===== src/rtl/cache_tag_lookup_pkg.sv =====
// Shared constants and helpers for the L1 tag store and lookup pipeline.
// Defaults match the existing cache_tag geometry.
package cache_tag_lookup_pkg;

    localparam int CACHE_WAYS_DEFAULT = 4;
    localparam int CACHE_SETS_DEFAULT = 8;
    localparam int CACHE_TAG_W        = 9;
    localparam int CACHE_MAX_WAYS     = 16;

    // Index of the lowest set bit. Returns 0 when no bit is set.
    function automatic logic [3:0] lowest_set_idx(input logic [CACHE_MAX_WAYS-1:0] vec);
        lowest_set_idx = '0;
        for (int i = CACHE_MAX_WAYS - 1; i >= 0; i--) begin
            if (vec[i]) begin
                lowest_set_idx = 4'(i);
            end
        end
    endfunction

endpackage


===== src/rtl/cache_tag_lookup_plru_tree.sv =====
// Combinational tree-PLRU for one set. Node n has children 2n+1 (lower half)
// and 2n+2 (upper half). A bit value of 1 points to the upper half.
module plru_tree #(
    parameter  int WAYS   = 4,
    localparam int WIDX_W = $clog2(WAYS),
    localparam int NODES  = WAYS - 1
) (
    input  logic [NODES-1:0]  state,
    input  logic [WIDX_W-1:0] touch_way,
    output logic [NODES-1:0]  next_state,
    output logic [WIDX_W-1:0] victim
);

    logic [NODES-1:0] reached;
    logic [NODES-1:0] reached_upper;

    assign reached_upper = reached & state;

    genvar gi;
    generate
        for (gi = 0; gi < NODES; gi++) begin : g_node
            localparam int LVL = $clog2(gi + 2) - 1;
            localparam int POS = gi - (2 ** LVL - 1);

            // A node lies on the victim path if its parent points toward it.
            if (gi == 0) begin : g_root
                assign reached[gi] = 1'b1;
            end else if (gi % 2 == 1) begin : g_lower
                assign reached[gi] = reached[(gi - 1) / 2] & ~state[(gi - 1) / 2];
            end else begin : g_upper
                assign reached[gi] = reached[(gi - 2) / 2] & state[(gi - 2) / 2];
            end

            // Nodes on the touched way's path are redirected to the other half.
            assign next_state[gi] = (int'(touch_way >> (WIDX_W - LVL)) == POS)
                                    ? ~touch_way[WIDX_W-1-LVL] : state[gi];
        end

        for (gi = 0; gi < WIDX_W; gi++) begin : g_level
            assign victim[WIDX_W-1-gi] = |reached_upper[2**(gi+1)-2 : 2**gi-1];
        end
    endgenerate

endmodule


===== src/rtl/compare.sv =====
// Generic equality comparator. One instance is used per way for tag matching.
module compare #(
    parameter int width = 9
) (
    input  logic [width-1:0] a,
    input  logic [width-1:0] b,
    output logic             eq
);

    assign eq = (a == b);

endmodule


===== src/rtl/cache_tag_lookup.sv =====
// N-way tag store with a registered lookup stage, tree-PLRU replacement,
// and fill / set-invalidate write ports for the cache control FSM.
module cache_tag_lookup
    import cache_tag_lookup_pkg::*;
#(
    parameter  int WAYS   = CACHE_WAYS_DEFAULT,
    parameter  int SETS   = CACHE_SETS_DEFAULT,
    parameter  int TAG_W  = CACHE_TAG_W,
    localparam int WIDX_W = $clog2(WAYS),
    localparam int SIDX_W = $clog2(SETS)
) (
    input  logic              clk,
    input  logic              rst,
    input  logic              req_valid,
    output logic              req_ready,
    input  logic [SIDX_W-1:0] req_set,
    input  logic [TAG_W-1:0]  req_tag,
    output logic              resp_valid,
    input  logic              resp_ready,
    output logic              resp_hit,
    output logic [WAYS-1:0]   resp_way,
    output logic [WIDX_W-1:0] resp_way_idx,
    output logic [WIDX_W-1:0] resp_victim,
    input  logic              fill_en,
    input  logic [SIDX_W-1:0] fill_set,
    input  logic [WIDX_W-1:0] fill_way,
    input  logic [TAG_W-1:0]  fill_tag,
    input  logic              inval_en,
    input  logic [SIDX_W-1:0] inval_set
);

    logic [TAG_W-1:0]  tag_mem [SETS][WAYS];
    logic [WAYS-1:0]   valid_reg [SETS];
    logic [WAYS-1:0]   valid_next [SETS];
    logic [WAYS-2:0]   plru_reg [SETS];
    logic [WAYS-2:0]   plru_next [SETS];
    logic [WIDX_W-1:0] plru_victim [SETS];
    logic [WIDX_W-1:0] touch_way [SETS];

    logic [SETS-1:0]   fill_hit_set;
    logic [SETS-1:0]   inval_hit_set;
    logic [SETS-1:0]   resp_touch_set;
    logic [WAYS-1:0]   fill_onehot;

    logic              resp_valid_reg;
    logic              resp_hit_reg;
    logic [WAYS-1:0]   resp_way_reg;
    logic [WIDX_W-1:0] resp_way_idx_reg;
    logic [WIDX_W-1:0] resp_victim_reg;
    logic [SIDX_W-1:0] resp_set_reg;

    logic              req_fire;
    logic              resp_fire_hit;
    logic [WAYS-1:0]   tag_eq;
    logic [WAYS-1:0]   match;
    logic [WAYS-1:0]   lookup_invalid;
    logic [WIDX_W-1:0] lookup_idx;
    logic [WIDX_W-1:0] lookup_victim;

    // Lookups are held off whenever an array write is in progress, so the
    // combinational read below never observes a half-written set.
    assign req_ready     = !rst && !fill_en && !inval_en && (!resp_valid_reg || resp_ready);
    assign req_fire      = req_valid && req_ready;
    assign resp_fire_hit = resp_valid_reg && resp_ready && resp_hit_reg;
    assign fill_onehot   = WAYS'(1) << fill_way;

    genvar gi;
    generate
        for (gi = 0; gi < WAYS; gi++) begin : g_way
            compare #(.width(TAG_W)) u_cmp (
                .a  (tag_mem[req_set][gi]),
                .b  (req_tag),
                .eq (tag_eq[gi])
            );
        end
    endgenerate

    assign match          = tag_eq & valid_reg[req_set];
    assign lookup_invalid = ~valid_reg[req_set];
    assign lookup_idx     = WIDX_W'(lowest_set_idx(CACHE_MAX_WAYS'(match)));
    assign lookup_victim  = (|lookup_invalid)
                            ? WIDX_W'(lowest_set_idx(CACHE_MAX_WAYS'(lookup_invalid)))
                            : plru_victim[req_set];

    // Tag storage carries no reset; valid bits gate every use of it.
    always_ff @(posedge clk) begin
        if (fill_en) begin
            tag_mem[fill_set][fill_way] <= fill_tag;
        end
    end

    generate
        for (gi = 0; gi < SETS; gi++) begin : g_set
            localparam logic [SIDX_W-1:0] SET_ID = SIDX_W'(gi);

            assign fill_hit_set[gi]   = fill_en && (fill_set == SET_ID);
            assign inval_hit_set[gi]  = inval_en && (inval_set == SET_ID);
            assign resp_touch_set[gi] = resp_fire_hit && (resp_set_reg == SET_ID);

            // A fill touch overrides a response touch landing on the same set.
            assign touch_way[gi] = fill_hit_set[gi] ? fill_way : resp_way_idx_reg;

            // Invalidate clears first, then the fill sets its way.
            assign valid_next[gi] = (inval_hit_set[gi] ? '0 : valid_reg[gi])
                                  | (fill_hit_set[gi] ? fill_onehot : '0);

            plru_tree #(.WAYS(WAYS)) u_plru (
                .state      (plru_reg[gi]),
                .touch_way  (touch_way[gi]),
                .next_state (plru_next[gi]),
                .victim     (plru_victim[gi])
            );

            always_ff @(posedge clk or posedge rst) begin
                if (rst) begin
                    valid_reg[gi] <= '0;
                    plru_reg[gi]  <= '0;
                end else begin
                    valid_reg[gi] <= valid_next[gi];
                    if (fill_hit_set[gi] || resp_touch_set[gi]) begin
                        plru_reg[gi] <= plru_next[gi];
                    end
                end
            end
        end
    endgenerate

    always_ff @(posedge clk or posedge rst) begin
        if (rst) begin
            resp_valid_reg   <= 1'b0;
            resp_hit_reg     <= 1'b0;
            resp_way_reg     <= '0;
            resp_way_idx_reg <= '0;
            resp_victim_reg  <= '0;
            resp_set_reg     <= '0;
        end else if (req_fire) begin
            resp_valid_reg   <= 1'b1;
            resp_hit_reg     <= |match;
            resp_way_reg     <= match;
            resp_way_idx_reg <= lookup_idx;
            resp_victim_reg  <= lookup_victim;
            resp_set_reg     <= req_set;
        end else if (resp_ready) begin
            resp_valid_reg   <= 1'b0;
        end
    end

    assign resp_valid   = resp_valid_reg;
    assign resp_hit     = resp_hit_reg;
    assign resp_way     = resp_way_reg;
    assign resp_way_idx = resp_way_idx_reg;
    assign resp_victim  = resp_victim_reg;

endmodule


===== config.mk =====
export PLATFORM = sky130hd
export DESIGN_NAME = cache_tag_lookup
export DESIGN_NICKNAME = d
export VERILOG_FILES = /design/src/rtl/cache_tag_lookup_pkg.sv /design/src/rtl/cache_tag_lookup_plru_tree.sv /design/src/rtl/compare.sv /design/src/rtl/cache_tag_lookup.sv
export SDC_FILE = /design/constraint.sdc
export NUM_CORES = 1
export LEC_CHECK = 0
export ABC_AREA = 1
export CORE_UTILIZATION = 55
export DETAILED_ROUTE_END_ITERATION = 6
export PLACE_DENSITY = 0.78
export SLEW_MARGIN = 40
export SYNTH_ARGS = -nofsm -noshare
export SYNTH_HDL_FRONTEND = slang
export SYNTH_HIERARCHICAL = 1
export SYNTH_SLANG_ARGS = --single-unit

===== constraint.sdc =====
create_clock -name clk -period 3.47 [get_ports clk]
set_clock_uncertainty 0.1 [all_clocks]
set_input_delay 0.5205 -clock clk [delete_from_list [all_inputs] [get_ports clk]]
set_output_delay 0.5205 -clock clk [all_outputs]
set_load 0.02 [all_outputs]

==> reports/summary.txt <==
CTS Buffer Depth -> 3
Max-cap violations -> 0
Post-CTS Hold Fix Bufs -> 0
R2R depth -> 15
Hold crit path type -> in2async
DR WL/cell -> 19.4 µm
Post-synth top area cell -> edfxtp_1
FFs w/ async S/R, synth -> 19.3%
TritonCTS Buffers -> 37
Pleak -> 0.00709 µW
Avg Inst Size Synth -> 10.3 µm²
Net Count, Synth -> 1557
Largest family of logic cells by synthesized area -> simple AND/OR/NAND/NOR gates
CTS tree -> built
Num rows -> 61
Power Total -> 10300 µW
Routed WL -> 38.9 mm
Share of layout cells above drive strength 1 -> 10.5%
Reg2reg start -> tag_mem[2][24]$_DFFE_PP_
NumNets Final -> 1627
Vias in the first global route -> 10800
Final core utilization -> 64.6%
Post-place setup slack -> 322 ps
Port buffer count -> 45
Status -> finished clean
Max Slew Vio Count -> 0
Worst Path Max Fanout -> 37
Placed Area -> 0.0168 mm²
Chip width -> 171 µm
Synth Flop Type -> edfxtp_1
Most frequent cell after synthesis -> nand2_1
Initial DRC count -> 1349
Ranking of synthesized cells by area -> edfxtp_1 (55%), dfrtp_1 (11%), nand2_1 (8.1%)
Unrepaired setup endpoints after global routing -> no
Global-route wire length before repair -> 59.7 mm
Worst Max-Slew Pin Slew -> 801 ps
Comb power frac -> 12.1%
Post-synth EDFFs -> 288
First-pass DRT Iterations -> 5
Netlist cell types -> 23
Worst R2R End -> resp_way_idx[1]$_DFFE_PP0P_
Pint -> 7770 µW
H-tree Lvls -> 2
Clk slew on worst S/H paths -> 60 ps
Synth Area in Adders -> 0%
Layout area overhead -> 15.0%
Synth Area in Compound Gates -> 9.86%
Antenna Cells -> 0
Clk_lat worst skew -> 530 ps
Psw -> 2500 µW
Final Hold Fails -> 0
Reg-to-reg slack, setup -> 1230 ps
Setup Fix Bufs, Post-CTS -> 0
Total Die Area -> 0.0292 mm²
Period utilisation layout -> 79.0%
Via count -> 11500
Register bit total from synthesis -> 357
Final setup violating endpoints -> 0
Clock root buffer -> clkbuf_16
Antenna violations before repair -> 0
Post-synthesis xor/xnor area fraction -> 0.670%
Post-synth top cells -> nand2_1 (338), edfxtp_1 (288), nor2_1 (229), o21ai_0 (179), inv_1 (112)
Max reg flops -> 288
Worst setup SP type -> input port
Mux contribution to synthesized area -> 1.72%
Initial Util -> 56.2%
Tmin final -> 2740 ps
Final instance area -> 0.0180 mm²
Simple-gate share of the synthesized area -> 16.0%
Yosys warning total -> 6
Setup Total Neg Slack -> 0 ps
Post-DRT Antenna Nets -> 0
# resized after CTS -> 0
Crit Path Category -> in2reg
Gate Count Post-Synth -> 1522
Sequential area share after synthesis -> 66.1%
VDD IR max -> 484 µV
Sequential power share -> 49.4%
Net Sw Frac -> 24.4%
Setup WS post-layout -> 730 ps
Worst EP arrival -> 3080 ps
Core Footprint -> 0.0279 mm²
Critical path capture point type -> flop
Die height -> 171 µm
WP data required -> 3810 ps
Pwr Density -> 569 mW/mm²
Max_slew headroom -> 46.4%
Vias per inst -> 5.74
Largest net degree at the start of global routing -> 78
Synthesized area -> 0.0157 mm²
GRT overflow -> 0
# DRC -> 0
Clock sink total -> 357
I/O pin count -> 46
Fmax -> 365 MHz
Total track usage -> 27.3%
Power share of the clock group -> 38.5%
Post-synth top area share -> 55.1%
Post-DP HPWL -> 23.6 mm
GP Congestion -> 0.864
## worst max-delay path, stage by stage
cell,delay [ps]
buf_4,200
inv_4,250
buf_12,250
buf_12,200
buf_4,250
o21ai_0,110
o22ai_1,230
nand2_1,80
nand2_1,90
xnor2_1,130
nand3_1,100
nor2_1,240
nand3_1,150
nand3_1,110
nor2_1,50
nor2_1,100
## power groups by stage
stage	Combinational, µW	Clock, µW	Sequential (µW)
2_1_floorplan	879	0	5120
3_3_place_gp	1190	0	5140
3_5_place_dp	1230	0	5150
4_1_cts	1240	3990	5070
5_1_grt	1390	4150	5100
6_report	1250	3950	5070
## worst max-delay path by stage
stage / start / to / slack (ps) / cells after the start
finish: req_set[0] / resp_hit$_DFFE_PP0P_ / 730 / 16
global route: req_set[0] / resp_way_idx[0]$_DFFE_PP0P_ / 520 / 18
CTS: req_set[0] / resp_hit$_DFFE_PP0P_ / 830 / 16
detailed placement: req_set[0] / resp_hit$_DFFE_PP0P_ / 320 / 16
global placement: req_set[0] / resp_way_idx[1]$_DFFE_PP0P_ / 340 / 16
floorplan: req_set[2] / resp_way_idx[1]$_DFFE_PP0P_ / 1100 / 17
## cell families (layout without fill, tap and decap cells)
kind of cell	Yosys count	count (layout)
AOI/OAI and AO/OA	283	283
xor gates and xnor gates	12	12
buffers and inverters	209	307
DFF	357	357
muxes	24	24
and+or+nand+nor	637	637
## layout by cell type (no fill, tap or decap)
master	netlist	layout
nor2_1	229	229
buf_12	0	8
o21ai_0	179	179
clkbuf_8	0	3
clkbuf_16	0	38
nand3_1	43	43
mux2_2	24	24
clkbuf_1	43	15
nand2_2	8	8
bufinv_16	0	4
edfxtp_1	288	288
clkinv_1	1	4
nand4_1	14	14
clkdlybuf4s50_1	0	42
o22ai_1	104	104
buf_2	27	2
inv_2	8	10
nor3_1	2	2
or2_2	2	2
xnor2_1	12	12
dfrtp_1	69	69
nand2_1	338	338
clkinv_8	0	1
inv_1	112	110
inv_4	1	1
buf_4	9	66
clkinv_2	0	3
and2_1	1	1
## cell type report
class / count / area, µm²
fillers: 2146 / 9900
flip-flops and latches: 357 / 10400
clock inverters: 11 / 163
multi-input cells: 956 / 4430
inverters: 122 / 460
clock buffers: 56 / 1050
well taps: 378 / 473
repair buffers: 118 / 1090
## per-layer routing
metal	up-vias	wire, µm	global-route usage, %
li1	5328	-	-
met1	5447	15800	37.4
met2	601	18000	43.9
met3	98	3760	4.21
met4	0	1300	10.9
met5	-	0	0
## metrics by stage
stage | instances | hold WS, ps
6_report | 1998 | 380
5_1_grt | 1998 | 436
4_1_cts | 1998 | 387
3_5_place_dp | 1931 | 374
3_3_place_gp | 1931 | 365
2_1_floorplan | 1522 | 390
(Power assumes the default switching activity.)
==> edit: new RTL, config.mk and constraints unchanged <==
The package constant `CACHE_TAG_W` goes from 9 to 18.
--- a/src/rtl/cache_tag_lookup_pkg.sv
+++ b/src/rtl/cache_tag_lookup_pkg.sv
@@ -4,7 +4,7 @@
 
     localparam int CACHE_WAYS_DEFAULT = 4;
     localparam int CACHE_SETS_DEFAULT = 8;
-    localparam int CACHE_TAG_W        = 9;
+    localparam int CACHE_TAG_W        = 18;
     localparam int CACHE_MAX_WAYS     = 16;
 
     // Index of the lowest set bit. Returns 0 when no bit is set.
Interface: changed (resized fill_tag and req_tag); port bits go from 46 to 64. The function was not compared with the original's and may differ.
==> edit against the original RTL <==
Clock power rose by 63%; cell area rose by 72%; sequential cell count rose by 288; routed wire length rose by 84%; maximum frequency rose by 3.1%; setup slack improved by 0.082 ns; total power rose by 67%; hold slack got worse by 0.16 ns; synthesized area rose by 74%; count of clock-buffer cells in the layout rose by 18; register-to-register slack got worse by 0.14 ns; critical path type unchanged.
==> edit: results (changes against the original RTL) <==
Cells and area
The total of fill cells in the finished design came to 3613 (was 2146). The clock buffer count in the final layout is 74 (was 56). The clock network area share is 0.0614 (was 0.0671). The count of multi-input combinational gates is 1528 (was 956). The multi-input combinational cell area is 0.00710 sq mm (was 0.00443 sq mm). The share of final-layout standard cells stronger than drive strength 1 was 0.101 (was 0.105). The non-clock buffer contribution to total cell area was 0.0517 (was 0.0602). The layout net count is 2611 (was 1627). The flip-flop count of the largest register, all copies and words added is 576 (was 288).

The non-clock buffer instance count of the final layout is 160 (was 118).

Global routing
The number of global-route vias before repair is 19.1k (was 10.8k). The maximum number of pins on one net before global-route repair is 109 (was 78). The first-pass GRT wire length is 108000 um (was 59700 um). The overall routing resource usage is 0.285 (was 0.273).

Placed design
The cell total after placement was 3159 (was 1931). The quantity of I/O buffers inserted on ports is 63 (was 45). The post-detailed-placement half-perimeter wirelength is 40200 um (was 23600 um).

Power and ir drop
The switching component of the power is 0.00419 W (was 0.00250 W). The total power density per cell area is 552 mW/mm^2 (was 569 mW/mm^2). The cell leakage power is 11.6 nW (was 7.09 nW). The peak supply drop was 0.474 mV (was 0.484 mV).

The flip-flop and latch power is 0.00894 W (was 0.00507 W).

Route
The via density per instance is 5.96 (was 5.74). The routed length per placed instance is 21.8 um (was 19.4 um). The routed wire length is 71300 um (was 38900 um). The count of TritonRoute iterations in the first routing pass came to 6 (was 5).

CTS
The clock insertion delay at the later pin of the skew report is 0.65 ns (was 0.53 ns). The total clock sinks is 645 (was 357). The number of buffers created by CTS is 61 (was 37).

Timing
The worst slew slack as a fraction of its limit is 0.501 (was 0.464).

Setup path
The slowest cell on the critical path is sky130_fd_sc_hd__nor2_1 (was sky130_fd_sc_hd__inv_4). The start of the worst register-to-register path is tag_mem[2][23] (was tag_mem[2][24]). The largest stage delay on the critical path is 0.42 ns (was 0.25 ns). The depth of the worst register-to-register path came to 16 (was 15). The register-to-register path setup slack is 1.09 ns (was 1.23 ns). The largest delay contributor family on the critical path is simple AND/OR/NAND/NOR gates (was buffers and inverters). The end point of the critical path was resp_way_idx[0] (was resp_hit).

Synth
The number of flops mapped to enable cells by yosys was 576 (was 288). The share of synthesized area occupied by flip-flops and latches is 0.696 (was 0.661). The xor and xnor area share after synthesis was 0.00769 (was 0.00670).

The number of distinct standard cells referenced by the synthesized netlist came to 26 (was 23). The synthesized area per cell is 11.0 sq um (was 10.3 sq um). The complex-gate fraction of the synthesized area is 0.102 (was 0.0986). The net count of the mapped netlist came to 2531 (was 1557).

Run status
Run status: finished clean (unchanged).
-- edit: worst min path at each step --
stage                               from  depth (start not counted)  slack (ns)             end
after detailed placement  resp_victim[0]                          2        0.38  resp_victim[0]
after global routing                 rst                          2        0.29      resp_valid
after CTS                            rst                          2        0.33      resp_valid
final                                rst                          2        0.23      resp_valid
after global placement    resp_victim[1]                          2        0.37  resp_victim[1]
after floorplan            valid_reg[20]                          2        0.39   valid_reg[20]
-- edit: per-stage QoR --
step	instance area, sq um	setup WS, ns
2_1_floorplan	27300	1.07
3_3_place_gp	29200	0.315
3_5_place_dp	29200	0.252
4_1_cts	31100	0.866
5_1_grt	31100	0.590
6_report	31100	0.812
-- edit: metal layers --
metal  wire length [um]  track usage
met1              26600        0.372
met3               8270       0.0545
met2              33600        0.468
met4               2810        0.123
met5                 28            0
